File: src/rtl/spi_frame_rx.sv
// SPI mode-0 slave front end: synchronises SCLK/COPI/nCS into the clk domain,
// shifts in 16-bit frames and presents register writes on a one-deep valid/ready buffer.
module spi_frame_rx #(
  parameter int         SYNC_STAGES = 2,
  parameter logic [6:0] MAX_ADDR    = 7'h04
) (
  input  logic       clk,
  input  logic       rst_n,
  input  logic       sclk_in,
  input  logic       copi_in,
  input  logic       ncs_in,
  input  logic       wr_ready,
  output logic       wr_valid,
  output logic [6:0] wr_addr,
  output logic [7:0] wr_data,
  output logic       frame_err,
  output logic       addr_err,
  output logic       overrun
);

  typedef enum logic [1:0] {IDLE, SHIFT, CHECK} state_t;

  logic [SYNC_STAGES-1:0] sclk_sync_q, copi_sync_q, ncs_sync_q;
  logic                   sclk_hist_q, copi_hist_q, ncs_hist_q;

  // Synchronisers come out of reset at idle pin levels so no phantom edges appear.
  always_ff @(posedge clk or negedge rst_n) begin
    if (!rst_n) begin
      sclk_sync_q <= '0;
      copi_sync_q <= '0;
      ncs_sync_q  <= '1;
      sclk_hist_q <= 1'b0;
      copi_hist_q <= 1'b0;
      ncs_hist_q  <= 1'b1;
    end else begin
      // NOTE: non-blocking assignments let every flop sample pre-edge values, so the chain shifts one stage per clock.
      sclk_sync_q <= {sclk_sync_q[SYNC_STAGES-2:0], sclk_in};
      copi_sync_q <= {copi_sync_q[SYNC_STAGES-2:0], copi_in};
      ncs_sync_q  <= {ncs_sync_q[SYNC_STAGES-2:0], ncs_in};
      sclk_hist_q <= sclk_sync_q[SYNC_STAGES-1];
      copi_hist_q <= copi_sync_q[SYNC_STAGES-1];
      ncs_hist_q  <= ncs_sync_q[SYNC_STAGES-1];
    end
  end

  logic sclk_s, ncs_s, sclk_rise, ncs_fall, ncs_rise;
  assign sclk_s    = sclk_sync_q[SYNC_STAGES-1];
  assign ncs_s     = ncs_sync_q[SYNC_STAGES-1];
  assign sclk_rise = sclk_s & ~sclk_hist_q;
  assign ncs_fall  = ~ncs_s & ncs_hist_q;
  assign ncs_rise  = ncs_s & ~ncs_hist_q;

  state_t      state_q, state_d;
  logic [4:0]  cnt_q, cnt_d;
  logic [15:0] shift_q, shift_d;
  logic        wr_valid_q, wr_valid_d;
  logic [6:0]  wr_addr_q, wr_addr_d;
  logic [7:0]  wr_data_q, wr_data_d;
  logic        frame_err_q, frame_err_d;
  logic        addr_err_q, addr_err_d;
  logic        overrun_q, overrun_d;

  always_comb begin
    // NOTE: every _d gets a default before the case so no path leaves a value unassigned (no latches).
    state_d     = state_q;
    cnt_d       = cnt_q;
    shift_d     = shift_q;
    wr_valid_d  = wr_valid_q & ~wr_ready;
    wr_addr_d   = wr_addr_q;
    wr_data_d   = wr_data_q;
    frame_err_d = 1'b0;
    addr_err_d  = 1'b0;
    overrun_d   = overrun_q;

    unique case (state_q)
      IDLE: begin
        if (ncs_fall) begin
          cnt_d   = '0;
          state_d = SHIFT;
        end
      end
      SHIFT: begin
        if (ncs_rise) begin
          state_d = CHECK;
        end else if (sclk_rise && !ncs_s) begin
          // COPI history flop has the same pipeline age as the SCLK history flop.
          shift_d = {shift_q[14:0], copi_hist_q};
          if (cnt_q != 5'd17) cnt_d = cnt_q + 5'd1;
        end
      end
      CHECK: begin
        state_d = IDLE;
        if (cnt_q != 5'd16) begin
          frame_err_d = 1'b1;
        end else if (shift_q[15]) begin
          if (shift_q[14:8] > MAX_ADDR) begin
            addr_err_d = 1'b1;
          end else if (wr_valid_q && !wr_ready) begin
            overrun_d = 1'b1;
          end else begin
            wr_valid_d = 1'b1;
            wr_addr_d  = shift_q[14:8];
            wr_data_d  = shift_q[7:0];
          end
        end
      end
      default: state_d = IDLE;
    endcase
  end

  always_ff @(posedge clk or negedge rst_n) begin
    if (!rst_n) begin
      state_q     <= IDLE;
      cnt_q       <= '0;
      shift_q     <= '0;
      wr_valid_q  <= 1'b0;
      wr_addr_q   <= '0;
      wr_data_q   <= '0;
      frame_err_q <= 1'b0;
      addr_err_q  <= 1'b0;
      overrun_q   <= 1'b0;
    end else begin
      state_q     <= state_d;
      cnt_q       <= cnt_d;
      shift_q     <= shift_d;
      wr_valid_q  <= wr_valid_d;
      wr_addr_q   <= wr_addr_d;
      wr_data_q   <= wr_data_d;
      frame_err_q <= frame_err_d;
      addr_err_q  <= addr_err_d;
      overrun_q   <= overrun_d;
    end
  end

  assign wr_valid  = wr_valid_q;
  assign wr_addr   = wr_addr_q;
  assign wr_data   = wr_data_q;
  assign frame_err = frame_err_q;
  assign addr_err  = addr_err_q;
  assign overrun   = overrun_q;

endmodule

File: config.mk
export PLATFORM = sky130hd
export DESIGN_NAME = spi_frame_rx
export DESIGN_NICKNAME = d
export VERILOG_FILES = /design/src/rtl/spi_frame_rx.sv
export SDC_FILE = /design/constraint.sdc
export NUM_CORES = 1
export LEC_CHECK = 0
export CAP_MARGIN = 30
export CORE_MARGIN = 2
export CORE_UTILIZATION = 32
export DETAILED_ROUTE_END_ITERATION = 16
export DONT_BUFFER_PORTS = 1
export GPL_ROUTABILITY_DRIVEN = 0
export PLACE_DENSITY = 0.55
export SYNTH_ARGS = -nofsm -noshare
export SYNTH_HDL_FRONTEND = slang
export SYNTH_SLANG_ARGS = --single-unit
export TNS_END_PERCENT = 1
File: constraint.sdc
create_clock -name clk -period 5.7 [get_ports clk]
set_input_delay 0.285 -clock clk [delete_from_list [all_inputs] [get_ports clk]]
set_output_delay 0.285 -clock clk [all_outputs]
set_load 0.02 [all_outputs]
# Word level (Yosys, flattened, before mapping)
# Cells that the tools add are included.
# Widths: inputs -> output; s select.
totals:
  reg_bits: 51
  input_bits: 6
  out_inout_bits: 19
  wordCells: 68
op_classes:
  addsub: 1
  order_cmp: 1
  eq_ne: 9
  muxes: 19
  bitwise: 12
  reduce_logical: 11
op_table:
  columns: ["op", "count"]
  rows:
  - ["$mux 5", 4]
  - ["$reduce_and 5->1", 3]
  - ["$mux 1", 11]
  - ["$ne 2x2->1 const B", 5]
  - ["$ne 5x5->1 const B", 2]
  - ["$pmux 5 s2", 1]
  - ["$not 1->1", 8]
  - ["$gt 7x3->1 const B", 1]
  - ["$add 5x1->5 const B", 1]
  - ["$and 1x1->1", 4]
  - ["$mux 2", 2]
  - ["$pmux 2 s2", 1]
  - ["$reduce_and 3->1", 1]
  - ["$eq 2x1->1 const B", 1]
  - ["$eq 2x2->1 const B", 1]
  - ["$logic_and 1x1->1", 2]
  - ["$logic_not 1->1", 2]
  - ["$logic_not 2->1", 1]
  - ["$reduce_and 2->1", 1]
  - ["$reduce_bool 2->1", 1]

# Logic depth before layout (Yosys ltp)
# Gate-level depths: netlist (run 1).
depth:
  word_depth: 7
  mapped_depth: 8
  ltp_nobuf: 6

# Worst setup path after synthesis (run 1)
# OpenSTA, ideal clock, no wires.
synth_timing:
  kind: "reg-to-reg"
  startpoint: "register cnt_q[0]"
  endpoint: "register wr_addr_q[0] (netlist: wr_addr[0])"
  setup_ps: 125
  arrival_ps: 1662
  required_ps: 5575
  slack_ps: 3913
  path_stages_with_launch: 9
  path_buffers: 2
  period_less_slack_ps: 1787
  path_cell_list: "dfrtp_1 inv_1 ha_1 and4bb_2 nand4_2 nor2b_2 buf_6 buf_8 mux2_4"
synth_via:
  elab_chain_len: 3
synth_lines:
  columns: ["element", "line", "text"]
  rows:
  - ["from (decl)", "54", "logic [4:0] cnt_q, cnt_d;"]
  - ["from (signal assigned)", "124", "cnt_q <= cnt_d;"]
  - ["$ne 5x5->1", "93", "if (cnt_q != 5'd16) begin"]
  - ["$not 1->1 (no line)", null, null]
  - ["$reduce_and 5->1 (no line)", null, null]
  - ["to (signal assigned)", "127", "wr_addr_q <= wr_addr_d;"]
  - ["to (decl)", "57", "logic [6:0] wr_addr_q, wr_addr_d;"]
# Every way passes these cells.
# A chain may end at the register's enable or synchronous reset.

# Final worst setup path (run 1)
layout_timing:
  startpoint: "register cnt_q[0]"
  endpoint: "register wr_data_q[4] (netlist: wr_data[4])"
layout_via:
  elab_chain_len: 3
layout_lines:
  columns: ["element", "line", "text"]
  rows:
  - ["$ne 5x5->1", "93", null]
  - ["$not 1->1 (no line)", null, null]
  - ["$reduce_and 5->1 (no line)", null, null]
  - ["to (signal assigned)", "128", "wr_data_q <= wr_data_d;"]
  - ["to (decl)", "58", "logic [7:0] wr_data_q, wr_data_d;"]
# Every way passes these cells.

==> summary.md, run 1 <==
| Metric | Value |
|---|---|
| Status | finished, final reports clean |
| Worst path slowest cell | nor2b_2 |
| DRC viols | 0 |
| Gr ovfl total | 0 |
| Detailed placement HPWL | 2219 um |
| Worst Setup Slack, final | 3.386 ns |
| Synth cell types | 33 |
| Full die area | approximately 7000 um2 |
| # diodes | 0 |
| Core area | between 5000 and 6000 um2 |
| Hold WC Path Type | input port to register |
| Fin cells | between 200 and 250 |
| Clock Sinks | 51 |
| CP Max Fanout | 15 |
| RSZ-0062 raised after global routing | no |
| P_leak | about 1.1 nW |
| Final period utilization | between 40% and 50% |
| Vias/cell | 4.876 |
| Worst Path Required | about 6 ns |
| Starting Density | 33.35% |
| Inserted Clock Buffers | 5 |
| Ys Warns | 0 |
| Layout Utilization | 37.30% |
| CTS Buffer Depth | 2 |
| Pre-CTS WS | 3.361 ns |
| CP max stage delay | ~0.7 ns |
| Max Transition Viols Final | 0 |
| Syn Inst Count | roughly 130 |
| Fin crit period | ~2.3 ns |
| Top delay family on crit path | simple AND/OR/NAND/NOR gates |
| Root buffer cell | clkbuf_8 |
| Worst-skew pair later-pin latency | 0.31 ns |
| All-Layer GR Usage | a little over a tenth |
| Antenna Nets Post-Route | 0 |
| IO buf count | 0 |
| Min-delay src | wr_ready |
| Clk pin slew, worst setup/hold paths | 0.09 ns |
| Post-synth EDFFs | 0 |
| Data arrival, critical path | roughly 2.5 ns |
| Initial antenna violation count | 0 |
| Primary FF master, synth | dfrtp_1 |
| Row cnt | 28 |
| Mean Syn Cell Area | 15.02 um2 |
| Worst Skew | about 0.012 ns |
| Die height | ~83 um |
| Worst Setup Start Kind | register |
| Crit. End Element | register |
| Critical path cell sequence | inv_1 > ha_1 > and4bb_2 > nand4_2 > nor2b_2 > mux2_2 |
| Ratio of cells with drive above 1 in the final layout | ~31% |
| Slew headroom | about 44% |
| Fillers | ~550 |
| Chip Width | ~83 um |
| Worst Setup Path Type | register to register |
| Pwr/cell area | 326.9 nW/um2 |
| First-pass GRT wire length | about 5900 um |
| WL/cell | about 15 um |
| CTS tree | done |
| # setup viols final | 0 |
| Asr flop ratio synth | 100.0% |
| Crit path launch | cnt_q[0]$_DFFE_PN0P_ |
| Synth Net Count | 142 |
| RR Startpoint | cnt_q[0]$_DFFE_PN0P_ |
| WL final | 3265 um |
| Initial DRT Pass Iterations | 4 |
| Synthesized cell area | about 2000 um2 |
| PostCTS Resize Cnt | 0 |
| Peak Freq | 432.1 MHz |
| Max_cap viols | 0 |
| Seq cells post-synth | 51 |
| # nets final | 150 |
| Register area share after synthesis | around 64% |
| Post-Route Setup TNS | 0 ns |
| Vias in the first global route | between 1000 and 1500 |
| Final hold viol count | 0 |
| Detailed Route Iter0 Violations | 42 |
| Vias | ~1100 |
| Worst VDD drop | about 0.14 mV |
| Area Overhead vs Synth | 11.83% |
| Setup slack, reg-to-reg | 3.39 ns |
| Io pins | 25 |
| Largest net degree at the start of global routing | 52 |
| H-Tree Depth | 2 |
| DP Cell Count | roughly 200 |
| WP buf/inv | 1 |
| Actual slew at the worst max-slew pin | ~0.84 ns |
worst paths after layout:
check                                           end  depth (start not counted)
setup / recovery             wr_data[4]$_DFFE_PN0P_                          6
hold / removal                  overrun$_DFFE_PN0P_                          2
setup reg to reg             wr_data[4]$_DFFE_PN0P_                          6
hold reg to reg            sclk_sync_q[1]$_DFF_PN0_                          0
max in group asynchronous   ncs_sync_q[1]$_DFF_PN1_                          2
min in group asynchronous    wr_addr[5]$_DFFE_PN0P_                          2
final cells by class:
class | count | area (um2) | share of cell area [%]
Timing Repair Buffer | 5 | 67.56 | 3.024
Clock buffer | 5 | 68.82 | 3.080
Multi-Input combinational cell | 75 | 665.6 | 29.79
Inverter | 3 | 11.26 | 0.5039
Clock inverter | 3 | 47.55 | 2.128
Sequential cell | 51 | 1280 | 57.28
Tap cell | 75 | 93.84 | 4.199
cells in the final DEF (no fill, tap or decap), types with 2 or more instances in the layout:
| master | n |
|---|---|
| a31oi_1 | 2 |
| mux2_2 | 21 |
| ha_1 | 3 |
| dfrtp_1 | 48 |
| clkbuf_8 | 5 |
| nand2_1 | 2 |
| a21oi_1 | 2 |
| dlygate4sd3_1 | 4 |
| dfstp_2 | 3 |
| nor2b_1 | 5 |
| mux2_4 | 6 |
| nand2b_1 | 2 |
| o21ai_0 | 2 |
| nor3_1 | 2 |
| inv_1 | 3 |
| nor2_1 | 7 |
| mux2i_1 | 4 |
| nand3_1 | 3 |
power breakdown:
part,switching [mW],internal [mW]
sequential,0.0226,0.388
clock,0.123,0.133
combinational,0.0326,0.0309
logic make-up after synthesis:
| kind of cell | count (synthesis) | share of synthesized area (%) |
|---|---|---|
| multiplexers | 31 | 18.35 |
| AO/OA/AOI/OAI | 7 | 2.004 |
| AND/OR/NAND/NOR | 33 | 10.65 |
| XOR/XNOR | 1 | 0.4384 |
| flip-flops | 51 | 64.06 |
| buffers and inverters | 7 | 2.629 |
| adder cells (fa/ha/maj) | 3 | 1.879 |
cell usage after synthesis (2+ instances only):
cell,n,area [um2]
mux2_4,6,90.09
mux2_2,21,236.5
dfstp_2,3,78.83
buf_4,2,15.01
a21oi_1,2,10.01
nor3_1,2,10.01
nor2b_1,5,31.28
inv_1,3,11.26
nor2_1,7,26.28
a31oi_1,2,12.51
nand3_1,3,15.01
o21ai_0,2,10.01
nand2_1,2,7.510
mux2i_1,4,40.04
nand2b_1,2,12.51
ha_1,3,37.54
dfrtp_1,48,1201
repair_timing:
action | CTS | global route
hold buffers | 5 | 0
setup buffers | 0 | 0
endpoints found under the hold margin | 54 | 0
layer usage:
layer | vias to the layer above | global-route usage [%] | routed length (um)
met2 | 26 | 17.01 | 1581
met5 | - | 0 | 0
met4 | 0 | 5.365 | 96
li1 | 473 | - | -
met3 | 8 | 3.976 | 194
met1 | 551 | 12.93 | 1393
registers in the layout, indices dropped and copies added (netlist names):
signal / flops
wr_addr: 7
cnt_q: 5
wr_valid: 1
copi_sync_q: 2
overrun: 1
wr_data: 8
ncs_hist_q: 1
sclk_hist_q: 1
frame_err: 1
addr_err: 1
shift_q: 16
copi_hist_q: 1
state_q: 2
sclk_sync_q: 2
ncs_sync_q: 2
stage by stage:
step / cell area, um2 / total power, mW / hold slack (ns)
floorplan: 1998 / 0.4547 / -0.01059
detailed placement: 2051 / 0.4703 / -0.009346
global placement: 2051 / 0.4624 / -0.009294
finish: 2235 / 0.7304 / 0.2625
CTS: 2235 / 0.7407 / 0.2399
global route: 2235 / 0.7693 / 0.2558
worst register-to-register path: stages (launching register included):
cell and delay [ns]:
dfrtp_1 0.43, inv_1 0.11, ha_1 0.15, and4bb_2 0.27, nand4_2 0.14, nor2b_2 0.70, mux2_2 0.42
(Power assumes the default switching activity.)
==> run 2, diff against run 1 <==
==> constraint.sdc (replaced) <==
create_clock -name clk -period 2.2 [get_ports clk]
set_input_delay 0.11 -clock clk [delete_from_list [all_inputs] [get_ports clk]]
set_output_delay 0.11 -clock clk [all_outputs]
set_load 0.02 [all_outputs]
==> run 2 against run 1 <==
Clock power rose to 2.6 times the previous value. Core utilization rose by 0.46 points. Sequential share of layout area fell by 0.70 points. Critical endpoint is now wr_data[6]$_DFFE_PN0P_.
==> summary.md, run 2 (synthesis gave the netlist of run 1 again) <==
| Metric | Value |
|---|---|
| Status | finished, final reports clean |
| Placed cell area | a little over 2000 um2 |
| Antenna Nets Post-Route | 0 |
| Vias in the first global route | approximately 1100 |
| Gr ovfl total | 0 |
| Pre-CTS WS | around 0.28 ns |
| Inserted Clock Buffers | 5 |
| WHS | ~0.063 ns |
| Busiest grt layer | met2 |
| # nets final | between 150 and 200 |
| Crit. End Element | register |
| Most frequent cells in the layout | 48 x dfrtp_1, 21 x mux2_2, 7 x nor2_1, 6 x mux2_4, 6 x clkbuf_8 |
| WL final | about 3300 um |
| Full die area | 6892 um2 |
| Clock Sinks | ~50 |
| Largest net degree at the start of global routing | 52 |
| Root buffer cell | clkbuf_8 |
| Vias/cell | 4.682 |
| Hold WC Path Type | input port to register |
| Pwr/cell area | ~840 nW/um2 |
| Clk pin slew, worst setup/hold paths | 0.09 ns |
| First-pass GRT wire length | 5878 um |
| Area Overhead vs Synth | 13.21% |
| CTS tree | done |
| Worst Path Required | between 2 and 2.5 ns |
| Initial DRT Pass Iterations | 4 |
| Vias | just over 1000 |
| Worst Skew | roughly 0.0064 ns |
| Post-Route Setup TNS | 0 ns |
| Share of total power in combinational logic | 8.5% |
| Chip Width | 83.02 um |
| All-Layer GR Usage | approximately 11% |
| Detailed placement HPWL | between 2000 and 2500 um |
| Row cnt | 28 |
| Setup slack, reg-to-reg | 0.26 ns |
| Met2 Use GR | between 15 and 20% |
| Data arrival, critical path | between 2 and 2.5 ns |
| Starting Density | between 30 and 40% |
| DRC viols | 0 |
| Clock share of power | a little over a third |
| RSZ-0062 raised after global routing | no |
| Max Transition Viols Final | 0 |
| Routing usage on met3 | under 10% |
| Max reg flops | 16 |
| Worst Setup Slack, final | 0.2632 ns |
| Worst VDD drop | around 0.5 mV |
| PostCTS Resize Cnt | 0 |
| Setup Fix Bufs, Post-CTS | 0 |
| Final instance area | between 2000 and 2500 um2 |
| Detailed Route Iter0 Violations | 44 |
| Seq pwr share | roughly 56% |
| IO buf count | 0 |
| Worst Setup Start Kind | register |
| Hold Path End | overrun$_DFFE_PN0P_ |
| CTS Buffer Depth | 2 |
| Die height | 83.02 um |
| Hold path depth | 2 |
| Fin cells | 220 |
| Leading cell type in the layout, fill and taps excluded | dfrtp_1 |
| CP Max Fanout | 12 |
| Core area | between 5000 and 6000 um2 |
| Sw Pwr | 0.4425 mW |
| P_leak | 1.104 nW |
| # diodes | 0 |
| Min-delay src | wr_ready |
| M1 GR Usage | around an eighth |
| Sw Share | about a quarter |
| Worst-skew pair later-pin latency | ~0.3 ns |
| R2R depth | 7 |
| # setup viols final | 0 |
| DP Cell Count | roughly 210 |
| RR Startpoint | cnt_q[0]$_DFFE_PN0P_ |
| Top reg by flops | shift_q |
| Peak Freq | 516.3 MHz |
| Actual slew at the worst max-slew pin | a little over 0.4 ns |
| Slew headroom | between 70 and 80% |
| H-Tree Depth | 2 |
| Initial antenna violation count | 0 |
| Max_cap viols | 0 |
| Final hold viol count | 0 |
| Int Pwr | approximately 1.5 mW |
| Fillers | between 500 and 600 |
| Reg-to-Reg End | wr_data[6]$_DFFE_PN0P_ |
| Ratio of cells with drive above 1 in the final layout | approximately 32% |
| Fin crit period | around 1.9 ns |
| Io pins | 25 |
| Worst Setup Path Type | register to register |
| Final period utilization | 88.04% |
| WL/cell | 15.05 um |
-- run 2: changes by cell type in the layout (fill, tap and decap cells not counted) --
cell	change
buf_4	+3
clkinv_4	-1
clkbuf_8	+1
-- run 2: how the worst max path moves through the flow --
stage / to / start / depth (start not counted) / slack [ns]
final: wr_data[6]$_DFFE_PN0P_ / cnt_q[0]$_DFFE_PN0P_ / 7 / 0.26
after global routing: wr_data[6]$_DFFE_PN0P_ / cnt_q[0]$_DFFE_PN0P_ / 7 / 0.13
after CTS: wr_data[6]$_DFFE_PN0P_ / cnt_q[0]$_DFFE_PN0P_ / 7 / 0.26
after detailed placement: wr_data[6]$_DFFE_PN0P_ / cnt_q[0]$_DFFE_PN0P_ / 7 / 0.28
after global placement: wr_data[2]$_DFFE_PN0P_ / cnt_q[0]$_DFFE_PN0P_ / 7 / 0.35
after floorplan: wr_addr[0]$_DFFE_PN0P_ / cnt_q[0]$_DFFE_PN0P_ / 8 / 0.41
-- run 2: area by class of cell --
cell class / count / area [um2] / area share (%)
sequential: 51 / 1280 / 56.58
clock buffer: 6 / 82.58 / 3.650
inverter: 3 / 11.26 / 0.4978
clock inverter: 2 / 38.79 / 1.715
tap: 75 / 93.84 / 4.148
timing repair buffer: 8 / 90.09 / 3.982
multi-input combinational: 75 / 665.6 / 29.42
-- run 2: stage by stage --
| step | util, % | power [mW] |
|---|---|---|
| final | 37.76 | 1.903 |
| after detailed placement | 34.61 | 1.213 |
| after floorplan | - | 1.178 |
| after CTS | 37.76 | 1.943 |
| after global placement | 34.61 | 1.201 |
| after global routing | 37.76 | 2.009 |
-- run 2: power by group through the flow --
stage | Clock (mW) | Sequential, mW | Combinational, mW
2_1_floorplan | 0 | 1.06 | 0.117
3_3_place_gp | 0 | 1.08 | 0.122
3_5_place_dp | 0 | 1.08 | 0.131
4_1_cts | 0.712 | 1.07 | 0.164
5_1_grt | 0.741 | 1.08 | 0.188
6_report | 0.677 | 1.07 | 0.161
-- run 2: routing by layer --
layer  vias up  routed length, um
li1        480                  -
met1       528               1407
met5         -                  0
met2        15               1645
met4         0                 81
met3         7                177
-- run 2: critical path, stage by stage (launching register included) --
cell,delay (ns)
dfrtp_1,0.43
inv_1,0.11
ha_1,0.15
and4bb_2,0.28
nand4_2,0.14
nor2b_2,0.13
buf_4,0.23
mux2_2,0.36
-- run 2: repair_timing --
item / in CTS / in global routing
endpoints found under the hold margin: 54 / 0
hold buffers: 5 / 0
setup endpoints to repair: 0 / 0
